`src/rtl/score_ctrl_mc_pkg.sv`:
```
// Shared definitions for the multi-channel score controller: game status codes,
// converter states and a constant-width helper.
package score_pkg;

    localparam logic [1:0] ST_RESTART = 2'b00;
    localparam logic [1:0] ST_PLAY    = 2'b01;
    localparam logic [1:0] ST_PAUSE   = 2'b10;
    localparam logic [1:0] ST_OVER    = 2'b11;

    typedef enum logic [1:0] {
        CV_IDLE,
        CV_LOAD,
        CV_SHIFT,
        CV_STORE
    } conv_state_t;

    function automatic int clog2(input int value);
        int r;
        r = 0;
        while ((1 << r) < value) r = r + 1;
        return r;
    endfunction

endpackage

```
`src/rtl/score_ctrl_mc_bin2bcd.sv`:
```
// Sequential double-dabble engine: one add-3/shift step per cycle, with the first
// step taken on the start cycle so the result is ready SCORE_W cycles after start.
module bin2bcd_seq
    import score_pkg::*;
#(
    parameter int SCORE_W = 8,
    parameter int DIGITS  = 3
)(
    input  logic                  clk,
    input  logic                  rst,
    input  logic                  start,
    input  logic [SCORE_W-1:0]    bin,
    output logic                  busy,
    output logic                  done,
    output logic [DIGITS*4-1:0]   bcd
);

    localparam int BCD_W = DIGITS * 4;
    localparam int CNT_W = clog2(SCORE_W + 1);

    logic [SCORE_W-1:0] sh;
    logic [CNT_W-1:0]   cnt;

    function automatic logic [BCD_W+SCORE_W-1:0] dd_step(input logic [BCD_W-1:0]   acc,
                                                         input logic [SCORE_W-1:0] src);
        logic [BCD_W-1:0] adj;
        adj = acc;
        for (int d = 0; d < DIGITS; d++) begin
            if (adj[d*4 +: 4] >= 4'd5) adj[d*4 +: 4] = adj[d*4 +: 4] + 4'd3;
        end
        return {adj, src} << 1;
    endfunction

    always_ff @(posedge clk or posedge rst) begin
        if (rst) begin
            sh   <= '0;
            cnt  <= '0;
            busy <= 1'b0;
            done <= 1'b0;
            bcd  <= '0;
        end else begin
            done <= 1'b0;
            if (start) begin
                {bcd, sh} <= dd_step('0, bin);
                cnt       <= CNT_W'(SCORE_W - 1);
                busy      <= (SCORE_W > 1);
                done      <= (SCORE_W == 1);
            end else if (busy) begin
                {bcd, sh} <= dd_step(bcd, sh);
                cnt       <= cnt - 1'b1;
                if (cnt == CNT_W'(1)) begin
                    busy <= 1'b0;
                    done <= 1'b1;
                end
            end
        end
    end

endmodule

```
`src/rtl/score_ctrl_mc.sv`:
```
// Multi-channel score accumulator with best-score tracking and a shared BCD sweep.
// Optional combo scoring is compiled in with SCORE_COMBO_EN.
//
// state    | meaning
// CV_IDLE  | just out of reset, moves to LOAD next cycle
// CV_LOAD  | starts the engine on the value selected by conv_idx
// CV_SHIFT | engine iterating, waits for done
// CV_STORE | writes result to the selected bcd register, advances conv_idx
module score_ctrl_mc
    import score_pkg::*;
#(
    parameter int NCH       = 2,
    parameter int SCORE_W   = 8,
    parameter int PTS_W     = 3,
    parameter int MAX_SCORE = 100,
    parameter int DIGITS    = 3,
    parameter int COMBO_WIN = 64,
    localparam int CH_W     = (NCH > 1) ? clog2(NCH) : 1
)(
    input  logic                       clk,
    input  logic                       rst,
    input  logic [NCH-1:0]             add_evt,
    input  logic [NCH*PTS_W-1:0]       add_pts,
    input  logic [1:0]                 game_status,
    output logic [NCH*SCORE_W-1:0]     score_bin,
    output logic [SCORE_W-1:0]         best_bin,
    output logic [CH_W-1:0]            best_ch,
    output logic                       new_record,
    output logic [NCH*DIGITS*4-1:0]    bcd_score,
    output logic [DIGITS*4-1:0]        bcd_best,
    output logic                       bcd_valid
);

    localparam int IDX_W = clog2(NCH + 1);
    localparam int BCD_W = DIGITS * 4;
    localparam int SUM_W = SCORE_W + 1;
    localparam logic [SUM_W-1:0] MAX_SUM = SUM_W'(MAX_SCORE);

    logic [SCORE_W-1:0] score   [NCH];
    logic [SUM_W-1:0]   pts_eff [NCH];

    function automatic logic [SCORE_W-1:0] sat_add(input logic [SCORE_W-1:0] s,
                                                   input logic [SUM_W-1:0]   p);
        logic [SUM_W-1:0] sum;
        sum = {1'b0, s} + p;
        return (sum > MAX_SUM) ? MAX_SUM[SCORE_W-1:0] : sum[SCORE_W-1:0];
    endfunction

`ifdef SCORE_COMBO_EN
    localparam int CMB_W = clog2(COMBO_WIN + 1);
    logic [CMB_W-1:0] combo_cnt [NCH];

    always_ff @(posedge clk or posedge rst) begin
        if (rst) begin
            for (int i = 0; i < NCH; i++) combo_cnt[i] <= '0;
        end else begin
            for (int i = 0; i < NCH; i++) begin
                case (game_status)
                    ST_RESTART: combo_cnt[i] <= '0;
                    ST_PLAY: begin
                        if (add_evt[i])              combo_cnt[i] <= CMB_W'(COMBO_WIN);
                        else if (combo_cnt[i] != '0) combo_cnt[i] <= combo_cnt[i] - 1'b1;
                    end
                    ST_PAUSE: combo_cnt[i] <= combo_cnt[i];
                    ST_OVER: begin
                        if (combo_cnt[i] != '0) combo_cnt[i] <= combo_cnt[i] - 1'b1;
                    end
                endcase
            end
        end
    end

    always_comb begin
        for (int i = 0; i < NCH; i++) begin
            pts_eff[i] = SUM_W'(add_pts[i*PTS_W +: PTS_W]);
            if (combo_cnt[i] != '0) pts_eff[i] = pts_eff[i] << 1;
        end
    end
`else
    // Window length only matters when combo scoring is compiled in.
    logic unused_combo_win;
    assign unused_combo_win = (COMBO_WIN > 0);

    always_comb begin
        for (int i = 0; i < NCH; i++) pts_eff[i] = SUM_W'(add_pts[i*PTS_W +: PTS_W]);
    end
`endif

    always_ff @(posedge clk or posedge rst) begin
        if (rst) begin
            for (int i = 0; i < NCH; i++) score[i] <= '0;
        end else begin
            for (int i = 0; i < NCH; i++) begin
                case (game_status)
                    ST_RESTART: score[i] <= '0;
                    ST_PLAY:    if (add_evt[i]) score[i] <= sat_add(score[i], pts_eff[i]);
                    ST_PAUSE,
                    ST_OVER:    score[i] <= score[i];
                endcase
            end
        end
    end

    for (genvar g = 0; g < NCH; g++) begin : g_score_out
        assign score_bin[g*SCORE_W +: SCORE_W] = score[g];
    end

    // Strict compare keeps the lowest channel on ties.
    logic [SCORE_W-1:0] top_val;
    logic [CH_W-1:0]    top_ch;

    always_comb begin
        top_val = '0;
        top_ch  = '0;
        for (int i = 0; i < NCH; i++) begin
            if (score[i] > top_val) begin
                top_val = score[i];
                top_ch  = CH_W'(i);
            end
        end
    end

    always_ff @(posedge clk or posedge rst) begin
        if (rst) begin
            best_bin   <= '0;
            best_ch    <= '0;
            new_record <= 1'b0;
        end else begin
            new_record <= 1'b0;
            if (top_val > best_bin) begin
                best_bin   <= top_val;
                best_ch    <= top_ch;
                new_record <= 1'b1;
            end
        end
    end

    conv_state_t        cv_state;
    logic [IDX_W-1:0]   conv_idx;
    logic               conv_start;
    logic               conv_busy;
    logic               conv_done;
    logic [SCORE_W-1:0] conv_bin;
    logic [BCD_W-1:0]   conv_bcd;

    assign conv_start = (cv_state == CV_LOAD);

    always_comb begin
        conv_bin = best_bin;
        for (int i = 0; i < NCH; i++) begin
            if (conv_idx == IDX_W'(i)) conv_bin = score[i];
        end
    end

    bin2bcd_seq #(
        .SCORE_W (SCORE_W),
        .DIGITS  (DIGITS)
    ) u_bin2bcd (
        .clk   (clk),
        .rst   (rst),
        .start (conv_start),
        .bin   (conv_bin),
        .busy  (conv_busy),
        .done  (conv_done),
        .bcd   (conv_bcd)
    );

    always_ff @(posedge clk or posedge rst) begin
        if (rst) begin
            cv_state  <= CV_IDLE;
            conv_idx  <= '0;
            bcd_score <= '0;
            bcd_best  <= '0;
            bcd_valid <= 1'b0;
        end else if (game_status == ST_RESTART) begin
            cv_state  <= CV_LOAD;
            conv_idx  <= '0;
            bcd_score <= '0;
        end else begin
            case (cv_state)
                CV_IDLE:  cv_state <= CV_LOAD;
                CV_LOAD:  cv_state <= CV_SHIFT;
                CV_SHIFT: begin
                    if (conv_done)      cv_state <= CV_STORE;
                    else if (!conv_busy) cv_state <= CV_LOAD;
                end
                CV_STORE: begin
                    if (conv_idx == IDX_W'(NCH)) begin
                        bcd_best  <= conv_bcd;
                        bcd_valid <= 1'b1;
                        conv_idx  <= '0;
                    end else begin
                        for (int i = 0; i < NCH; i++) begin
                            if (conv_idx == IDX_W'(i)) bcd_score[i*BCD_W +: BCD_W] <= conv_bcd;
                        end
                        conv_idx <= conv_idx + 1'b1;
                    end
                    cv_state <= CV_LOAD;
                end
                default:  cv_state <= CV_IDLE;
            endcase
        end
    end

endmodule

```
`config.mk`:
```
export PLATFORM = sky130hd
export DESIGN_NAME = score_ctrl_mc
export DESIGN_NICKNAME = d
export VERILOG_FILES = /design/src/rtl/score_ctrl_mc_pkg.sv /design/src/rtl/score_ctrl_mc_bin2bcd.sv /design/src/rtl/score_ctrl_mc.sv
export SDC_FILE = /design/constraint.sdc
export NUM_CORES = 1
export LEC_CHECK = 0
export ABC_CLOCK_PERIOD_IN_PS = 4800
export CORE_ASPECT_RATIO = 0.7
export CORE_MARGIN = 8
export CORE_UTILIZATION = 55
export CTS_CLUSTER_DIAMETER = 30
export CTS_CLUSTER_SIZE = 12
export DETAILED_ROUTE_END_ITERATION = 12
export GPL_TIMING_DRIVEN = 0
export PLACE_DENSITY = 0.82
export SLEW_MARGIN = 20
export SYNTH_ARGS = -nofsm -noshare
export SYNTH_HDL_FRONTEND = slang
export SYNTH_SLANG_ARGS = --single-unit
```
`constraint.sdc`:
```
create_clock -name clk -period 4.8 [get_ports clk]
set_clock_uncertainty 0.05 [all_clocks]
set_input_delay 0.96 -clock clk [delete_from_list [all_inputs] [get_ports clk]]
set_output_delay 0.96 -clock clk [all_outputs]
set_load 0.05 [all_outputs]
```
# ---- Yosys cells after proc, flatten, opt, wreduce, memory -nomap -nowiden
# Cells that the tools add are included.
dict set report totals {
  latchBits 0
  out_inout_bits 63
  inputBits 12
  mem_bits_rw 0
  rom_bits 0
  word_cells 99
  n_memories 0
  regBits 93
}
dict set report op_classes {
  n_reduce_logical 14
  n_lt_le_gt_ge 8
  bitwise 2
  n_div 0
  eq_ne 13
  n_mul 0
  n_shift 0
  mux 39
  n_addsub 7
}
# op n
set ops {}
lappend ops {{8-bit 2-to-1 mux} 10}
lappend ops {{24-bit 2-to-1 mux} 3}
lappend ops {{12-bit 2-to-1 mux} 4}
lappend ops {{8-bit one-hot mux with 2 select lines} 2}
lappend ops {{8-bit by 3-bit adder with 9-bit output} 2}
lappend ops {{9-bit by 7-bit > comparator with 1-bit output, second input constant} 2}
lappend ops {{8-bit > comparator} 2}
lappend ops {{4-bit 2-to-1 mux} 4}
lappend ops {{4-bit by 3-bit >= comparator with 1-bit output, second input constant} 3}
lappend ops {{2-bit 2-to-1 mux} 6}
lappend ops {{2-bit equality test, second input constant} 5}
lappend ops {{3-bit AND reduction} 3}
lappend ops {{4-bit by 2-bit adder with 4-bit output, second input constant} 2}
lappend ops {{8-bit by 1-bit > comparator with 1-bit output, second input constant} 1}
lappend ops {{1-bit 2-to-1 mux} 8}
lappend ops {{2-bit nonzero test} 4}
lappend ops {{2-bit by 1-bit equality test with 1-bit output, second input constant} 3}
lappend ops {{2-bit zero test} 3}
lappend ops {{2-bit inequality test, second input constant} 3}
lappend ops {{2-bit one-hot mux with 3 select lines} 1}
lappend ops {{4-bit by 1-bit equality test with 1-bit output, second input constant} 1}
lappend ops {{4-bit inequality test, second input constant} 1}
lappend ops {{2-bit AND reduction} 2}
lappend ops {{2-bit OR reduction} 2}
lappend ops {{other kinds (5)} 6}

# ---- Longest topological paths before layout
# Gate-level depths: netlist (run 1).
dict set report logic_depth {
  depth_word 6
  depth_mapped 17
  ltp_nobuf 16
}

# ---- Modules after synthesis
# From an unflattened synthesis (run 1), not the netlist that was laid out.
dict set report unflattened {
  hier_cells 583
  area_unflattened_um2 5372.7
}
# module area_per_inst_um2 cells_per_inst seq_area_each_um2 n_inst
set by_module_without_submodules {}
lappend by_module_without_submodules {score_ctrl_mc 4017.6 443 1676.6 1}
lappend by_module_without_submodules {bin2bcd_seq 1355.0 140 625.6 1}

# ---- Worst setup path before layout (run 1)
# Ideal clock, no wire load.
dict set report synth_timing {
  path_type {register -> register}
  startpoint {reg score, in the netlist score_bin[1]}
  endpoint {reg best_bin[1]}
  n_path_buf 1
  setup_ns 0.125
  slack_ns 0.912
  t_arrival_ns 3.713
  required_time_ns 4.625
  synth_period_minus_slack_ns 3.888
  path_stages_with_launch 17
  cell_sequence {dfrtp_1 > inv_1 > ha_1 > nor2b_1 > o21a_1 > o21a_1 > o21ai_0 > a21boi_2 > mux2_2 > ha_1 > nor2b_1 > o21a_1 > o21a_1 > o21ai_0 > a21oi_1 > clkbuf_1 > mux2_2}
}
dict set report synth_between {
  elab_chain_cells 5
}
# element line
set synth_lines {}
lappend synth_lines {{start, declared} score_ctrl_mc.sv:39} ;# logic [SCORE_W-1:0] score [NCH];
lappend synth_lines {{start signal, assigned by index} score_ctrl_mc.sv:96} ;# ST_PLAY: if (add_evt[i]) score[i] <= sat_add(score[i], pts_eff[i]);
lappend synth_lines {{start signal, assigned by index} score_ctrl_mc.sv:98} ;# ST_OVER: score[i] <= score[i];
lappend synth_lines {{8-bit by 1-bit > comparator with 1-bit output} score_ctrl_mc.sv:116} ;# if (score[i] > top_val) begin
lappend synth_lines {{8-bit 2-to-1 mux *} score_ctrl_mc.sv:116}
lappend synth_lines {{8-bit > comparator} score_ctrl_mc.sv:116}
lappend synth_lines {{8-bit 2-to-1 mux *} score_ctrl_mc.sv:116}
lappend synth_lines {{via top_val[1]} score_ctrl_mc.sv:109} ;# logic [SCORE_W-1:0] top_val;
lappend synth_lines {{8-bit > comparator} score_ctrl_mc.sv:130} ;# if (top_val > best_bin) begin
lappend synth_lines {{end signal, assigned} score_ctrl_mc.sv:131} ;# best_bin <= top_val;
lappend synth_lines {{end, declared} score_ctrl_mc.sv:26} ;# output logic [SCORE_W-1:0] best_bin,
# Mark *: on every way through the listed nets, which the timed path passes. The rest lies on a longest branch.
# A chain may end at the register's enable or synchronous reset.

# ---- Worst setup path after layout (run 1)
dict set report layout_timing {
  startpoint {reg score, in the netlist score_bin[1]}
  endpoint {reg best_bin[5]}
}
dict set report layout_between {
  elab_chain_cells 5
}
# element line
set layout_lines {}
lappend layout_lines {{8-bit by 1-bit > comparator with 1-bit output} score_ctrl_mc.sv:116}
lappend layout_lines {{8-bit 2-to-1 mux *} score_ctrl_mc.sv:116}
lappend layout_lines {{8-bit > comparator} score_ctrl_mc.sv:116}
lappend layout_lines {{8-bit 2-to-1 mux *} score_ctrl_mc.sv:116}
lappend layout_lines {{via top_val[1]} score_ctrl_mc.sv:109}
lappend layout_lines {{8-bit > comparator *} score_ctrl_mc.sv:130}
# Marked as above.

==> flow_summary.json, run 1 <==
{
  "slowest_stage": "dfrtp_1",
  "cts_setup_buffers": 0,
  "cts_buffers": 9,
  "core_mm2": 0.00950,
  "cts_root_buffer": "clkbuf_16",
  "die-area_mm2": 0.0130,
  "hold_buffers": 0,
  "track_usage_pct": 21.8,
  "routed-wl-met2_mm": 6.18,
  "yosysSeqAreaShare_pct": 43.8,
  "dieWidth_um": 133,
  "grt_max_degree": 51,
  "drive_gt1_share_pct": 8.70,
  "gp_congestion": 0.907,
  "path_cells": "inv_1 -> ha_1 -> nor2b_1 -> o21a_1 -> o21a_1 -> o21ai_0 -> a21boi_2 -> mux2_2 -> ha_1 -> nor2b_1 -> o21a_1 -> o21a_1 -> o21ai_0 -> a21oi_1 -> clkbuf_1 -> mux2_2",
  "ys_types": 54,
  "place_ws_ps": 694,
  "setup_ws_ps": 644,
  "n_antenna_cell": 0,
  "die_h_um": 97.8,
  "pin_count": 75,
  "cts_tree": "built",
  "fin_crit_sh_pct": 86.6,
  "highest_layer": "met4",
  "drt-initial-drc-count": 501,
  "clk_pin_slew_ps": 60,
  "cp_common_cell": "o21a_1",
  "fmax_ghz": 0.241,
  "hp-class": "flop to flop",
  "yosys.area.top_type_share_pct": 43.8,
  "drc": 0,
  "syn-num-nets": 598,
  "grt_pass1_wl_mm": 22.9,
  "start_util_pct": 55.3,
  "path_class": "flop to flop",
  "synth_edf_count": 0,
  "setup_viol": 0,
  "vdd_drop_max_mv": 0.448,
  "worst_slew_pin_slew_ps": 1000,
  "period_minus_slack_ps": 4160,
  "critPathArrivalTime_ps": 4330,
  "via_count": 4621,
  "final_cell_mix": "92 x dfrtp_1, 82 x nand2_1, 73 x clkdlybuf4s50_1",
  "clockBufferDepth": 2,
  "holdWs_ps": 458,
  "antenna_found_initial": 0,
  "grt_pass1_vias": 4521,
  "gr-total-overflow": 0,
  "dp.cells": 756,
  "wl_per_cell_um": 18.4,
  "synthToLayoutAreaGrowth_pct": 22.4,
  "firstDrtPassIters": 8,
  "crit_path_end_kind": "flop",
  "start_kind": "flop",
  "netlist_area_mm2": 0.00525,
  "syn_inst": 554,
  "synthTopCellsByArea": "dfrtp_1 44%, ha_1 7.1%, a21oi_1 5.9%",
  "p_leak_nw": 2.86,
  "clock_latency_ps": 340,
  "stdcell_count": 772,
  "wl_met3_mm": 1.29,
  "port_buffers": 73,
  "rows": 30,
  "synth_area_per_cell_um2": 9.48,
  "fin_nets": 683,
  "avgViaCountPerCell": 5.99,
  "ys.warnings.count": 0,
  "cts_sinks": 92,
  "async_flop_share_pct": 100,
  "critPathMaxStageDelay_ps": 520,
  "fill_cells": 699,
  "post-dp-hpwl_mm": 10.4,
  "p_per_area_mw_per_mm2": 531,
  "drv_slew": 0,
  "crit_required_ps": 4980,
  "synth_area_leader_cell": "dfrtp_1",
  "ctsResizeCount": 0,
  "maxSlewHeadroom_pct": 32.3,
  "setup_tns_ps": 0,
  "maxCapViolations": 0,
  "dominantRegCellSynth": "dfrtp_1",
  "rsz0062_at_grt": "no",
  "finalHoldViolations": 0,
  "final_common_cell": "dfrtp_1",
  "drt-met1-wl_mm": 6.53,
  "synth_seq_cells": 92,
  "postRouteAntennaNets": 0,
  "cts_max_level": 3,
  "cp_max_fo": 10,
  "status": "finished, final reports clean",
  "wl_mm": 14.2
}
[cell families (layout without fill, tap and decap cells)]
logic type	after synthesis	after routing	share of synthesized area, %
multiplexers	48	48	9.77
AO/OA/AOI/OAI	139	139	16.8
adder cells (fa/ha/maj)	32	32	7.91
AND/OR/NAND/NOR	175	175	15.5
buffers and inverters	57	147	4.31
flip-flops	92	92	43.8
XOR/XNOR	11	11	1.83
[metrics by stage]
| stage | area, um2 | util, % | total power, mW |
|---|---|---|---|
| floorplan | 5250 | - | 2.26 |
| global placement | 6140 | 64.7 | 2.69 |
| detailed placement | 6170 | 64.9 | 2.75 |
| CTS | 6430 | 67.7 | 3.41 |
| global route | 6430 | 67.7 | 3.61 |
| finish | 6430 | 67.7 | 3.41 |
[flip-flops by register name, summed over array words and instances, names as in the netlist]
| signal | flops |
|---|---|
| bcd_best | 12 |
| bcd_score | 24 |
| bcd_valid | 1 |
| best_bin | 8 |
| best_ch | 1 |
| conv_idx | 2 |
| cv_state | 2 |
| new_record | 1 |
| score_bin | 16 |
| u_bin2bcd.bcd | 12 |
| u_bin2bcd.busy | 1 |
| u_bin2bcd.cnt | 4 |
| u_bin2bcd.done | 1 |
| u_bin2bcd.sh | 7 |
[per-layer routing]
layer / vias up / track usage, %
li1: 2128 / -
met1: 2240 / 30.3
met2: 228 / 32.0
met5: - / 0
met3: 25 / 6.31
met4: 0 / 6.43
[cell usage after synthesis (2+ instances only)]
| library cell | instances |
|---|---|
| buf_1 | 2 |
| mux2_2 | 26 |
| nand3_1 | 8 |
| clkbuf_1 | 21 |
| o22ai_1 | 3 |
| a21o_1 | 10 |
| nand3b_1 | 2 |
| and3_1 | 7 |
| nor2_1 | 34 |
| a211oi_1 | 13 |
| nand2_1 | 82 |
| nor3_1 | 6 |
| a311oi_1 | 3 |
| a22o_1 | 2 |
| o211ai_1 | 3 |
| inv_1 | 27 |
| nand2b_1 | 5 |
| nor2b_1 | 4 |
| nand4_1 | 6 |
| fa_1 | 2 |
| nor3b_1 | 5 |
| mux2i_1 | 22 |
| nor4b_1 | 2 |
| a21oi_1 | 62 |
| ha_1 | 30 |
| o311ai_0 | 2 |
| and2_1 | 4 |
| xnor2_1 | 7 |
| and4_1 | 2 |
| o21a_1 | 5 |
| xor2_1 | 4 |
| buf_2 | 4 |
| or2_2 | 3 |
| nor4_1 | 2 |
| o2111ai_1 | 2 |
| o21ai_0 | 23 |
| dfrtp_1 | 92 |
[worst max-delay path: cells and delay by family, from the launching register on]
kind | cells | cell delay, ps
AOI/OAI and AO/OA | 8 | 1260
muxes | 2 | 830
adders and majority gates | 2 | 580
DFF | 1 | 520
buffers and inverters | 2 | 520
and+or+nand+nor | 2 | 270
[area by class of cell]
class                   instances  area, um2  area share, %
multi-input cells             405       2720           42.4
flip-flops and latches         92       2300           35.8
repair buffers                 74        751           11.7
clock buffers                  12        236           3.68
well taps                     128        160           2.49
plain buffers                  28        118           1.83
inverters                      29        111           1.73
clock inverters                 4       26.3          0.409
[final timing paths]
kind / start / end / slack (ps) / depth (start not counted)
worst min register to register: bcd_valid / bcd_valid / 460 / 1
worst min-delay path: bcd_valid / bcd_valid / 460 / 1
worst max register to register: score_bin[1] / best_bin[5] / 640 / 16
min in group asynchronous: rst / score_bin[11] / 1020 / 2
worst max-delay path: score_bin[1] / best_bin[5] / 640 / 16
max in group asynchronous: rst / u_bin2bcd.bcd[1] / 3000 / 3
[power breakdown]
part / total [mW] / internal, mW / switching [mW] / leakage [nW]
Clock: 0.646 / 0.351 / 0.295 / 0.127
Sequential: 1.14 / 0.952 / 0.191 / 1.22
Combinational: 1.62 / 0.608 / 1.01 / 1.51
Total: 3.41 / 1.91 / 1.50 / 2.86
No activity file was read; power rests on OpenSTA's default activity.
==> run 2, diff against run 1 <==
--- a/config.mk
+++ b/config.mk
@@ -8,12 +8,13 @@
 export ABC_CLOCK_PERIOD_IN_PS = 4800
 export CORE_ASPECT_RATIO = 0.7
 export CORE_MARGIN = 8
-export CORE_UTILIZATION = 55
+export CORE_UTILIZATION = 47
 export CTS_CLUSTER_DIAMETER = 30
 export CTS_CLUSTER_SIZE = 12
 export DETAILED_ROUTE_END_ITERATION = 12
+export DONT_BUFFER_PORTS = 1
 export GPL_TIMING_DRIVEN = 0
-export PLACE_DENSITY = 0.82
+export PLACE_DENSITY = 0.64
 export SLEW_MARGIN = 20
 export SYNTH_ARGS = -nofsm -noshare
 export SYNTH_HDL_FRONTEND = slang
==> run 2 against run 1 <==
Compared with the run above:
- flip-flop and latch count unchanged
- highest routed layer unchanged
- non-clock buffer count down 73
- design area shrank 9.7%
- routed wire length fell by 2.7%
==> flow_summary.json, run 2 (synthesis gave the netlist of run 1 again) <==
{
  "status": "finished, final reports clean",
  "r2r_slack_ps": 250,
  "start_kind": "flop",
  "power_frac_seq_pct": 44.0,
  "clk_pin_slew_ps": 70,
  "maxSlewHeadroom_pct": 46.7,
  "p_per_area_mw_per_mm2": 574,
  "cts_sinks": 92,
  "core_mm2": 0.0110,
  "utilization_pct": 52.9,
  "cts_max_level": 3,
  "power_switching_mw": 1.49,
  "gp_congestion": 0.860,
  "final_common_cell": "dfrtp_1",
  "antenna_found_initial": 0,
  "wl_per_cell_um": 19.1,
  "timing.rr.end": "best_bin[7]",
  "total_power_mw": 3.33,
  "worst_path_dominant_cell_family": "compound AO/OA/AOI/OAI gates",
  "crit_buf_inv": 1,
  "drive_gt1_share_pct": 11.0,
  "use_met2_pct": 27.4,
  "place_area_mm2": 0.00548,
  "grt_max_degree": 73,
  "setup_viol": 0,
  "top_register": "bcd_score",
  "drt-initial-drc-count": 341,
  "n_antenna_cell": 0,
  "slowest_stage": "dfrtp_1",
  "setup_tns_ps": 0,
  "path_class": "flop to flop",
  "pin_count": 75,
  "fin_nets": 610,
  "fin_crit_sh_pct": 94.9,
  "vdd_drop_max_mv": 0.351,
  "cp_max_fo": 10,
  "start_util_pct": 47.9,
  "finalHoldViolations": 0,
  "path_cells": "ha_1 -> nor2b_1 -> o21a_1 -> o21a_1 -> o21ai_0 -> a21boi_4 -> mux2_2 -> ha_1 -> nor2b_1 -> o21a_1 -> o21a_1 -> o21ai_0 -> a21oi_1 -> clkbuf_1 -> mux2_2",
  "maxCapViolations": 0,
  "postRouteAntennaNets": 0,
  "hold_buffers": 0,
  "combPwrFrac_pct": 34.1,
  "critPathArrivalTime_ps": 4740,
  "intPower_mw": 1.84,
  "holdWs_ps": 353,
  "crit_cells": 15,
  "largest_register_ff_count": 24,
  "rows": 32,
  "cts_buffers": 9,
  "firstDrtPassIters": 5,
  "crit_required_ps": 4980,
  "pwr-share-clk_pct": 22.0,
  "drv_slew": 0,
  "final_cell_mix": "89 x dfrtp_1, 82 x nand2_1, 62 x a21oi_1",
  "busiest_layer": "met2",
  "crit_start": "score_bin[9]",
  "cts_tree": "built",
  "hp-class": "input pin to async pin",
  "finish.instance_area_mm2": 0.00580,
  "dieWidth_um": 142,
  "worst_slew_pin_slew_ps": 800,
  "avgViaCountPerCell": 5.87,
  "fmax_ghz": 0.220,
  "period_minus_slack_ps": 4550,
  "synthToLayoutAreaGrowth_pct": 10.5,
  "wl_mm": 13.9,
  "setup_ws_ps": 246,
  "dp.cells": 708,
  "grt_use_met1_pct": 27.1,
  "track_usage_pct": 19.0,
  "p_leak_nw": 2.64,
  "cts_root_buffer": "clkbuf_16",
  "critPathMaxStageDelay_ps": 870,
  "grt_util_met3_pct": 5.59,
  "r2r.worst_path.cells": 15,
  "gr-total-overflow": 0,
  "stdcell_count": 724,
  "grt_pass1_wl_mm": 22.5,
  "ctsResizeCount": 0,
  "via_count": 4250,
  "die_h_um": 104,
  "cp-endpoint": "best_bin[7]",
  "crit_path_end_kind": "flop",
  "post-dp-hpwl_mm": 10.4,
  "cts_setup_buffers": 0,
  "clockBufferDepth": 2,
  "cp_common_cell": "o21a_1",
  "die-area_mm2": 0.0149,
  "rsz0062_at_grt": "no",
  "drc": 0,
  "clock_latency_ps": 350,
  "grt_pass1_vias": 4080,
  "r2r_start": "score_bin[9]",
  "port_buffers": 0,
  "place_ws_ps": 276,
  "netSwitchingFraction_pct": 44.9
}
==> run 2: cell count changes in the layout (fill, tap and decap cells not counted), moves of 3 or more <==
cell             previous run  this run
clkdlybuf4s50_1            73         0
clkbuf_1                   24        21
dfrtp_1                    92        89
dfrtp_2                     0         3
inv_6                       0         3
==> run 2: power by group through the flow <==
stage,Sequential (mW),Combinational [mW],Clock [mW]
5_1_grt,1.49,1.28,0.780
3_5_place_dp,1.48,1.10,0
3_3_place_gp,1.47,1.06,0
2_1_floorplan,1.40,0.866,0
6_report,1.46,1.13,0.732
4_1_cts,1.47,1.12,0.748
==> run 2: how the worst min path moves through the flow <==
stage | to | from | cells past startpoint
floorplan | u_bin2bcd.sh[1] | u_bin2bcd.sh[1] | 2
global placement | u_bin2bcd.sh[1] | u_bin2bcd.sh[1] | 2
detailed placement | u_bin2bcd.sh[1] | u_bin2bcd.sh[1] | 2
CTS | bcd_score[23] | rst | 1
global route | score_bin[8] | rst | 1
finish | score_bin[12] | rst | 1
==> run 2: final cells by class <==
class | count | area [um2]
clock inverter | 6 | 70.1
clock buffer | 10 | 239
sequential | 92 | 2310
tap | 153 | 191
multi-input combinational | 405 | 2740
buffer | 28 | 118
timing repair buffer | 1 | 27.5
fill | 1002 | 5170
inverter | 29 | 114
==> run 2: per-layer routing <==
metal,vias to the layer above,part of all wire (%)
li1,1987,-
met1,2112,47
met2,138,43
met3,13,8.9
met4,0,0.87
met5,-,0
==> run 2: worst reg2reg max path, delay by kind of cell, from the launching register on <==
family | cells | cell delay (ps)
adders and majority gates | 2 | 670
AOI/OAI and AO/OA | 8 | 1410
and+or+nand+nor | 2 | 260
buffers and inverters | 1 | 470
muxes | 2 | 750
DFF | 1 | 870
==> run 3, diff against run 2 <==
--- a/config.mk
+++ b/config.mk
@@ -7,7 +7,7 @@
 export LEC_CHECK = 0
 export ABC_CLOCK_PERIOD_IN_PS = 4800
 export CORE_ASPECT_RATIO = 0.7
-export CORE_MARGIN = 8
+export CORE_MARGIN = 3
 export CORE_UTILIZATION = 47
 export CTS_CLUSTER_DIAMETER = 30
 export CTS_CLUSTER_SIZE = 12
==> run 3 against run 2 <==
Compared with the run above:
- utilization is 1.9 points higher
- combinational power hardly changed
- highest routed layer unchanged
- sequential power hardly changed
- largest power group unchanged
==> flow_summary.json, run 3 (synthesis gave the netlist of run 1 again) <==
{
  "pin_count": 75,
  "slowest_stage": "dfrtp_1",
  "worst_slew_pin_slew_ps": 851,
  "grt_pass1_wl_mm": 22.2,
  "avgViaCountPerCell": 5.84,
  "core_mm2": 0.0106,
  "cts_buffers": 9,
  "grt_max_degree": 78,
  "start_kind": "flop",
  "cts_tree": "built",
  "gr-total-overflow": 0,
  "setup_ws_ps": 405,
  "path_cells": "inv_1 -> ha_1 -> nor2b_1 -> o21a_1 -> o21a_1 -> o21ai_0 -> a21boi_4 -> mux2_2 -> ha_1 -> nor2b_1 -> o21a_1 -> o21a_1 -> o21ai_0 -> a21oi_1 -> clkbuf_1 -> mux2_2",
  "setup_tns_ps": 0,
  "crit_cells": 16,
  "start_util_pct": 49.4,
  "critPathArrivalTime_ps": 4580,
  "hp-class": "input pin to async pin",
  "vdd_drop_max_mv": 0.312,
  "crit_path_end_kind": "flop",
  "n_antenna_cell": 0,
  "ctsResizeCount": 0,
  "rows": 31,
  "grt_pass1_vias": 4098,
  "port_buffers": 0,
  "track_usage_pct": 22.7,
  "antenna_found_initial": 0,
  "drt-initial-drc-count": 332,
  "p_per_area_mw_per_mm2": 586,
  "worst_path_dominant_cell_family": "compound AO/OA/AOI/OAI gates",
  "critPathMaxStageDelay_ps": 800,
  "cts_sinks": 92,
  "largest_register_ff_count": 24,
  "fin_nets": 610,
  "p_leak_nw": 2.66,
  "crit_buf_inv": 2,
  "period_minus_slack_ps": 4390,
  "via_count": 4200,
  "clockBufferDepth": 2,
  "drc": 0,
  "dieWidth_um": 132,
  "maxSlewHeadroom_pct": 42.4,
  "fmax_ghz": 0.228,
  "cp_common_cell": "o21a_1",
  "wl_mm": 13.9,
  "post-dp-hpwl_mm": 10.2,
  "timing.rr.end": "best_bin[3]",
  "synthToLayoutAreaGrowth_pct": 10.9,
  "path_class": "flop to flop",
  "total_power_mw": 3.41,
  "holdWs_ps": 342,
  "r2r_slack_ps": 410,
  "die_h_um": 94.4,
  "r2r_start": "score_bin[1]",
  "finalHoldViolations": 0,
  "cts_max_level": 3,
  "die-area_mm2": 0.0125,
  "gp_congestion": 0.899,
  "cp-endpoint": "best_bin[3]",
  "maxCapViolations": 0,
  "final_cell_mix": "92 x dfrtp_1, 82 x nand2_1, 62 x a21oi_1",
  "clock_latency_ps": 340,
  "cp_max_fo": 10,
  "firstDrtPassIters": 5,
  "rsz0062_at_grt": "no",
  "status": "finished, final reports clean",
  "drive_gt1_share_pct": 10.3,
  "setup_viol": 0,
  "clk_pin_slew_ps": 70,
  "crit_required_ps": 4980,
  "hold_buffers": 0,
  "cts_setup_buffers": 0,
  "crit_start": "score_bin[1]",
  "fin_crit_sh_pct": 91.6,
  "postRouteAntennaNets": 0,
  "top_register": "bcd_score",
  "cts_root_buffer": "clkbuf_16",
  "drv_slew": 0,
  "final_common_cell": "dfrtp_1",
  "place_ws_ps": 319,
  "wl_per_cell_um": 19.3,
  "r2r.worst_path.cells": 16
}
==> run 3: changes by cell type in the layout (fill, tap and decap cells not counted), moves of 2 or more <==
cell,change
bufinv_16,+2
clkinv_4,-2
dfrtp_2,-3
dfrtp_1,+3
==> run 3: report_power, final <==
part | leakage (nW) | total, mW | switching, mW | internal, mW
combinational | 1.26 | 1.12 | 0.657 | 0.465
sequential | 1.22 | 1.47 | 0.521 | 0.945
clock | 0.166 | 0.822 | 0.311 | 0.512
total | 2.66 | 3.41 | 1.49 | 1.92
==> run 3: per-layer routing <==
metal / track usage (%) / routed length [um] / part of all wire, % / up-vias
li1: - / - / - / 1989
met1: 33.8 / 6580 / 47 / 2032
met2: 31.6 / 5830 / 42 / 168
met3: 7.51 / 1330 / 9.6 / 11
met4: 5.54 / 111 / 0.80 / 0
met5: 0 / 0 / 0 / -
==> run 3: cell type report <==
type	count	area, um2
clock buffers	9	225
fillers	1003	4800
inverters	29	114
multi-input cells	405	2730
well taps	148	185
plain buffers	28	118
repair buffers	1	27.5
flip-flops and latches	92	2300
clock inverters	7	120
==> run 3: per-stage QoR <==
stage / instances / util, % / instance area, um2
2_1_floorplan: 554 / - / 5250
3_3_place_gp: 702 / 51.2 / 5440
3_5_place_dp: 703 / 51.5 / 5470
4_1_cts: 719 / 54.7 / 5820
5_1_grt: 719 / 54.8 / 5820
6_report: 719 / 54.8 / 5820
==> run 3: worst min-delay path by stage <==
stage / from / end / slack [ps] / depth (start not counted)
floorplan: u_bin2bcd.sh[1] / u_bin2bcd.sh[1] / 420 / 2
global placement: u_bin2bcd.sh[1] / u_bin2bcd.sh[1] / 440 / 2
detailed placement: u_bin2bcd.sh[1] / u_bin2bcd.sh[1] / 440 / 2
CTS: rst / bcd_score[0] / 330 / 1
global route: rst / bcd_score[8] / 330 / 1
finish: rst / bcd_score[7] / 340 / 1
==> run 3: worst reg2reg max path: stages (launching register included) <==
cell and delay, ps:
dfrtp_1 800, inv_1 110, ha_1 310, nor2b_1 150
o21a_1 120, o21a_1 110, o21ai_0 120, a21boi_4 380
mux2_2 420, ha_1 290, nor2b_1 140, o21a_1 130
o21a_1 100, o21ai_0 70, a21oi_1 200, clkbuf_1 410
mux2_2 390
